==> config.mk <==
export PLATFORM = sky130hd
export DESIGN_NAME = ras_ptr_ctrl
export DESIGN_NICKNAME = d
export VERILOG_FILES = /design/src/rtl/ras_ptr_ctrl.sv
export SDC_FILE = /design/constraint.sdc
export NUM_CORES = 1
export LEC_CHECK = 0
export ABC_AREA = 1
export BUFFER_PORTS_ARGS = -buffer_cell sky130_fd_sc_hd__buf_2
export CORE_MARGIN = 5
export CORE_UTILIZATION = 45
export DETAILED_ROUTE_END_ITERATION = 10
export GPL_TIMING_DRIVEN = 0
export HOLD_SLACK_MARGIN = 0.06
export PLACE_DENSITY = 0.76
export SETUP_SLACK_MARGIN = 0.5
export SYNTH_ARGS = -nofsm -noshare
export SYNTH_HDL_FRONTEND = slang
export SYNTH_SLANG_ARGS = --single-unit
==> constraint.sdc <==
create_clock -name clock -period 1.35 [get_ports clock]
set_clock_uncertainty 0.05 [all_clocks]
set_input_delay 0.0675 -clock clock [delete_from_list [all_inputs] [get_ports clock]]
set_output_delay 0.0675 -clock clock [all_outputs]
set_load 0.005 [all_outputs]
==> src/rtl/ras_ptr_ctrl.sv <==
// Return-address-stack pointer controller: owns top-of-stack pointer, fill count
// (when the underflow guard is built in) and mispredict checkpoint slots; drives
// the read/write side of an external stack storage with one-cycle read latency.
//
// Latency: io_read_idx is the current tos (0 cycles); write port is combinational
// from io_push/io_pop; io_pred_valid is registered (aligned with storage read data).
// Backpressure: none; every push/pop/checkpoint/restore is accepted in its cycle.
//
// Ports:
//   clock, reset                       - sole clock, synchronous active-high reset
//   io_push, io_push_addr, io_pop      - predicted call / return this cycle
//   io_ckpt_valid, io_ckpt_tag         - snapshot pre-update pointer state into a slot
//   io_restore_valid, io_restore_tag   - mispredict recovery from a slot
//   io_read_idx                        - storage read index (tos)
//   io_write_valid/_idx/_addr          - storage write port
//   io_pred_valid                      - previous-cycle read data is a usable prediction
//
// Optional feature: define RAS_UNDERFLOW_GUARD_EN to keep a fill count that blocks
// pops from an empty stack and qualifies io_pred_valid.
module ras_ptr_ctrl #(
  parameter int ADDR_W = 40,
  parameter int DEPTH  = 32,
  parameter int NCKPT  = 8,
  localparam int PW    = $clog2(DEPTH),
  localparam int TW    = $clog2(NCKPT)
) (
  input  logic              clock,
  input  logic              reset,
  input  logic              io_push,
  input  logic [ADDR_W-1:0] io_push_addr,
  input  logic              io_pop,
  input  logic              io_ckpt_valid,
  input  logic [TW-1:0]     io_ckpt_tag,
  input  logic              io_restore_valid,
  input  logic [TW-1:0]     io_restore_tag,
  output logic [PW-1:0]     io_read_idx,
  output logic              io_write_valid,
  output logic [PW-1:0]     io_write_idx,
  output logic [ADDR_W-1:0] io_write_addr,
  output logic              io_pred_valid
);

  logic [PW-1:0]    r_tos;
  logic [NCKPT-1:0] r_slot_vld;
  logic [PW-1:0]    r_slot_tos [NCKPT];
  logic             r_pred_vld;

  logic [PW-1:0]    w_tos_nxt;
  logic [PW-1:0]    w_tos_inc;
  logic [PW-1:0]    w_tos_dec;
  logic             w_restore_hit;
  logic             w_pop_eff;

  assign w_tos_inc     = r_tos + PW'(1);
  assign w_tos_dec     = r_tos - PW'(1);
  // A restore aimed at a never-captured slot is dropped and normal traffic proceeds.
  assign w_restore_hit = io_restore_valid & r_slot_vld[io_restore_tag];

`ifdef RAS_UNDERFLOW_GUARD_EN
  logic [PW:0]      r_cnt;
  logic [PW:0]      r_slot_cnt [NCKPT];
  logic [PW:0]      w_cnt_nxt;

  // Pops on an empty stack are suppressed, so push+pop on empty degrades to push.
  assign w_pop_eff = io_pop & (r_cnt != '0);
`else
  assign w_pop_eff = io_pop;
`endif

  assign io_read_idx   = r_tos;
  assign io_write_addr = io_push_addr;
  assign io_pred_valid = r_pred_vld;

  always_comb begin
    w_tos_nxt      = r_tos;
    io_write_valid = 1'b0;
    io_write_idx   = w_tos_inc;
`ifdef RAS_UNDERFLOW_GUARD_EN
    w_cnt_nxt      = r_cnt;
`endif
    if (reset) begin
      w_tos_nxt = '0;
    end else if (w_restore_hit) begin
      // Recovery wins over any speculative push/pop in the same cycle.
      w_tos_nxt = r_slot_tos[io_restore_tag];
`ifdef RAS_UNDERFLOW_GUARD_EN
      w_cnt_nxt = r_slot_cnt[io_restore_tag];
`endif
    end else if (io_push && w_pop_eff) begin
      // Call and return together: overwrite the current top in place.
      io_write_valid = 1'b1;
      io_write_idx   = r_tos;
    end else if (io_push) begin
      io_write_valid = 1'b1;
      w_tos_nxt      = w_tos_inc;
`ifdef RAS_UNDERFLOW_GUARD_EN
      if (r_cnt != (PW+1)'(DEPTH)) w_cnt_nxt = r_cnt + (PW+1)'(1);
`endif
    end else if (w_pop_eff) begin
      w_tos_nxt = w_tos_dec;
`ifdef RAS_UNDERFLOW_GUARD_EN
      w_cnt_nxt = r_cnt - (PW+1)'(1);
`endif
    end
  end

  always_ff @(posedge clock) begin
    if (reset) begin
      r_tos      <= '0;
      r_slot_vld <= '0;
      r_pred_vld <= 1'b0;
`ifdef RAS_UNDERFLOW_GUARD_EN
      r_cnt      <= '0;
`endif
    end else begin
      r_tos <= w_tos_nxt;
`ifdef RAS_UNDERFLOW_GUARD_EN
      r_cnt      <= w_cnt_nxt;
      r_pred_vld <= (r_cnt != '0);
`else
      r_pred_vld <= 1'b1;
`endif
      if (io_ckpt_valid) r_slot_vld[io_ckpt_tag] <= 1'b1;
    end
  end

  // Slot payloads carry no reset; their valid bit alone gates use. The restore
  // path reads these registers before this edge, so same-tag capture+restore
  // sees the old snapshot.
  always_ff @(posedge clock) begin
    if (!reset && io_ckpt_valid) begin
      r_slot_tos[io_ckpt_tag] <= r_tos;
`ifdef RAS_UNDERFLOW_GUARD_EN
      r_slot_cnt[io_ckpt_tag] <= r_cnt;
`endif
    end
  end

endmodule
Word level (Yosys, flattened, before mapping). Memories as Yosys holds them, arrays and structs flattened. Cells that the tools add are included.

Register bits after elaboration: 14. Memory bits (writable): 40. Input port bits: 52. Output and inout bits: 52. Memories: 1.

Add/subtract/negate cells: 2. $lt $le $gt $ge: 3. Equal/unequal tests: 1. Multiplexer cells: 18. Bitwise gates (word level): 2. Reductions and logical operators: 6.

Memories: r_slot_tos (words 8, width 5, read ports 1, clocked after memory_dff 0, wr ports 1, RTL line 45) `logic [PW-1:0] r_slot_tos [NCKPT];`.

Operators by type and width (number): $mux 5 (7); $mux 1 (9); $lt 3x4->1 const B (2); $or 8x8->8 (1); $add 5x1->5 const B (1); $sub 5x1->5 const B (1); $bmux 1 s3 (1); $demux 1 s3 (1); $ge 3x1->1 const B (1); $logic_and 1x1->1 (3); $reduce_bool 3->1 (1); $ne 2x2->1 const B (1); $reduce_and 2->1 (1); $and 1x1->1 (1); $logic_not 1->1 (1).

Logic depth before layout (Yosys ltp).
Depth after elaboration: 5. Mapped depth: 12.

Worst setup path after synthesis. No wires, ideal clock.

Kind: flip-flop to flip-flop. Start: register r_tos[0] (netlist: io_read_idx[0]). End: register r_tos[4] (netlist: io_read_idx[4]). Arrival: 1.388 ns. Data required time: 1.244 ns. Setup slack: -0.144 ns. Cell stages (with the launch flop): 11. Period minus slack after synthesis: 1.494 ns. Path through: dfxtp_1 > inv_1 > ha_1 > nand2_1 > xor2_1 > nand2_1 > nand2_1 > nand2_1 > nand3_1 > nand2_1 > inv_1.

Word-level cells in the longest chain between the ends: 5. Elaborated cells between the ends (all ways): 6. Classes of those cells: 2 x add/sub; 4 x mux.

RTL lines: from (decl) (RTL line 43) `logic [PW-1:0] r_tos;`; from (signal assigned) (RTL line 116) `r_tos <= w_tos_nxt;`; $sub 5x1->5 (RTL line 55) `assign w_tos_dec = r_tos - PW'(1);`; $mux 5 (RTL line 99) `end else if (w_pop_eff) begin`; $mux 5 (*) (RTL line 93) `end else if (io_push) begin`; $mux 5 (*) (RTL line 89) `end else if (io_push && w_pop_eff) begin`; $mux 5 (*) (RTL line 83) `end else if (w_restore_hit) begin`.

Mark *: on every way between the ends. The rest lies on a longest branch, timed or not. The select of a mux whose other input is x is not followed. A chain may end at the register's enable or synchronous reset.

Worst setup path after layout.
Start: register r_slot_vld[5]. End: output io_write_idx[1].

Word-level cells in the longest chain between the ends: 5.

RTL lines: from (decl) (RTL line 44) `logic [NCKPT-1:0] r_slot_vld;`; from (signal assigned) (RTL line 110) `r_slot_vld <= '0;`; from (signal, indexed assignment) (RTL line 123) `if (io_ckpt_valid) r_slot_vld[io_ckpt_tag] <= 1'b1;`; $bmux 1 s3 (RTL line 57) `assign w_restore_hit = io_restore_valid & r_slot_vld[io_restore_tag];`; $mux 1 (not written as such) (RTL line 57); $and 1x1->1 (RTL line 57); $mux 5 (RTL line 83); $mux 5 (RTL line 81) `if (reset) begin`; to (decl) (RTL line 38) `output logic [PW-1:0] io_write_idx,`.

Every way passes these cells. The select of a mux whose other input is x is not followed.

==> results.md <==
* Min-Delay Path Class: in -> reg
* Global-route wire length before repair at 10800 um
* Core Region at 0.00642 mm^2
* Met3 WL at 657 um
* Die height at 91.7 um
* Initial core utilization at 0.467
* Grt ovf at 0
* Worst-Margin Slew at 453 ps
* Hold Violations, Final at 0
* Root Buffer: clkbuf_8
* DRT Pass-1 Iters at 4
* Setup violators final at 11
* Maximum clock path buffer count at 2
* Layout cells sized above 1 at 0.444
* VDD IR-drop max at 0.861 mV
* Worst R2R End: io_read_idx[3]
* Largest net degree at the start of global routing at 20
* Syn avg cell area at 8.46 um^2
* Relative slew margins at 0.698
* CTS Sinks at 54
* WP data arrival at 1580 ps
* Wire per inst at 13.6 um
* Part of the Yosys area used for sequential elements at 0.494
* Die width at 91.7 um
* Leakage power at 1.90 nW
* Startpoint Class: register
* Final setup margin at -346 ps
* Drt via density at 4.87
* Fin crit share at 1.26
* CP required at 1230 ps
* MaxCap Viol Count at 0
* CTS Buf Count at 5
* Post-route DRC at 0
* Highest clock rate at 0.589 GHz
* Crit path max fanout at 7
* Clk Latency, worst-skew pair at 320 ps
* Final HPWL DP at 4930 um
* Hold_ws at 92.6 ps
* Status: finished with violations
* Cell area after layout at 0.00396 mm^2
* Ports at 104
* Worst-path clk slew at 100 ps
* Worst Setup End Kind: output port
* Synthesis-to-layout area growth at 32.0%
* GRT Overall Usage at 0.157
* Setup crit start: r_slot_vld[5]
* Netlist Area Pre-Place at 0.00300 mm^2
* TritonCTS clock tree: done
* Most common cell after layout, fill and taps aside: nand2_1
* Crit path time final at 1700 ps
* Most frequent cells in the layout: nand2_1 (89), buf_2 (56), buf_4 (56)
* N_diodes at 0
* Number of global-route vias before repair at 2343
* Post-route ant nets at 0
* Final Util at 0.617
* Design Power at 3.74 mW
* PD cells at 944 mW/mm^2
* Reg2reg start: r_slot_vld[5]
* YS warnings at 0
* Vias at 2559
* Final WL at 7130 um
* Post-synthesis cell count at 355
* First-iteration detailed-routing DRC count at 189
* Dpl ws at -13.2 ps
* R2r setup slk at -320 ps
* Top Layer Used: met4
* Pins over their slew limit at 0
* Port bufs at 61
* Yosys reg bits at 54
* Kind of critical path: reg -> out
* R2R cell count at 14
* Failing checks: negative setup slack
* Post-Route M1 WL at 2890 um
* Die area at 0.00840 mm^2
* Synth cell types at 23
* RSZ-0062 raised after global routing: true
* Crit path to: io_write_idx[1]
* FP Rows at 29
* Initial antenna violation count at 0
* H-tree level count at 2
* Synthesized Nets at 409
* Placed instance area at 0.00354 mm^2
* # fillers at 516
* NumNets Final at 501
* Met2 WL at 3450 um
* RePlAce Congestion at 0.830
## layer usage
layer  GRT usage  up-vias
met5           0        -
met4      0.0440        0
met3      0.0450       18
met2       0.273      126
met1       0.189     1143
li1            -     1272
## layout make-up
cell class / count / area (um^2) / share of cell area
Sequential cell: 54 / 1510 / 0.380
Multi-Input combinational cell: 195 / 1080 / 0.274
Timing Repair Buffer: 85 / 566 / 0.143
Buffer: 51 / 399 / 0.101
Inverter: 55 / 216 / 0.0546
Tap cell: 77 / 96.3 / 0.0243
Clock buffer: 5 / 68.8 / 0.0174
Clock inverter: 3 / 26.3 / 0.00663
## sequential cells by signal, indices dropped and copies added, names as in the netlist
| register | cells |
|---|---|
| io_pred_valid | 1 |
| r_slot_tos | 40 |
| r_slot_vld | 8 |
| io_read_idx | 5 |
## where the power goes
group	total (mW)	internal, mW	leakage [nW]	switching (mW)
Combinational	0.867	0.438	1.36	0.430
Sequential	1.91	1.85	0.489	0.0568
Clock	0.967	0.383	0.0491	0.584
Total	3.74	2.67	1.90	1.07
## logic make-up after synthesis
| kind of cell | count (synthesis) | share of synthesized area |
|---|---|---|
| AOI/OAI and AO/OA | 27 | 0.0500 |
| xor gates and xnor gates | 7 | 0.0204 |
| adders and majority gates | 2 | 0.00834 |
| buffers and inverters | 106 | 0.201 |
| DFF | 54 | 0.494 |
| and+or+nand+nor | 159 | 0.227 |
## critical path, cell delays in order, from the launching register on
cell and delay [ps]:
dfxtp_2 330, inv_2 60, nand2_2 50, nand3_2 80, nand3_2 90, nand3_4 130, nand2_4 80, nor2_4 170
nand2_1 70, o21ai_1 70, buf_2 130
## worst min path at each step
stage | startpoint | endpoint | slack [ps] | depth (start not counted)
after floorplan | reset | io_pred_valid | 140 | 1
after global placement | io_push_addr[20] | io_write_addr[20] | 250 | 2
after detailed placement | io_push_addr[17] | io_write_addr[17] | 250 | 2
after CTS | io_restore_valid | io_read_idx[1] | 70 | 3
after global routing | io_ckpt_tag[0] | r_slot_vld[7] | 90 | 3
final | io_ckpt_tag[0] | r_slot_vld[7] | 90 | 3
## metrics by stage
stage / setup TNS, ps / instances
after floorplan: 0 / 355
after global placement: 0 / 493
after detailed placement: -27.7 / 493
after CTS: -2930 / 519
after global routing: -4520 / 525
final: -3350 / 525
## what timing repair did
item | CTS | global route
hold buffers | 2 | 0
hold endpoints to repair | 2 | 0
buffers inserted | 15 | 6
setup endpoints to repair | 25 | 32
gates cloned | 1 | 0
resized for setup | 23 | 19
pin swaps | 9 | 14
## Yosys cell counts (all sizes together)
| library cell | instances | share of area |
|---|---|---|
| nand2 | 98 | 0.12 |
| inv | 55 | 0.070 |
| buf | 51 | 0.13 |
| edfxtp | 40 | 0.40 |
| nand3 | 34 | 0.067 |
| nor2 | 27 | 0.036 |
| o21ai | 16 | 0.027 |
| dfxtp | 14 | 0.093 |
| o22ai | 9 | 0.019 |
| xor2 | 5 | 0.015 |
| a21oi | 2 | 0.0046 |
| ha | 2 | 0.0083 |
| xnor2 | 2 | 0.0058 |
Note: power is estimated with default switching activity, not from simulation.
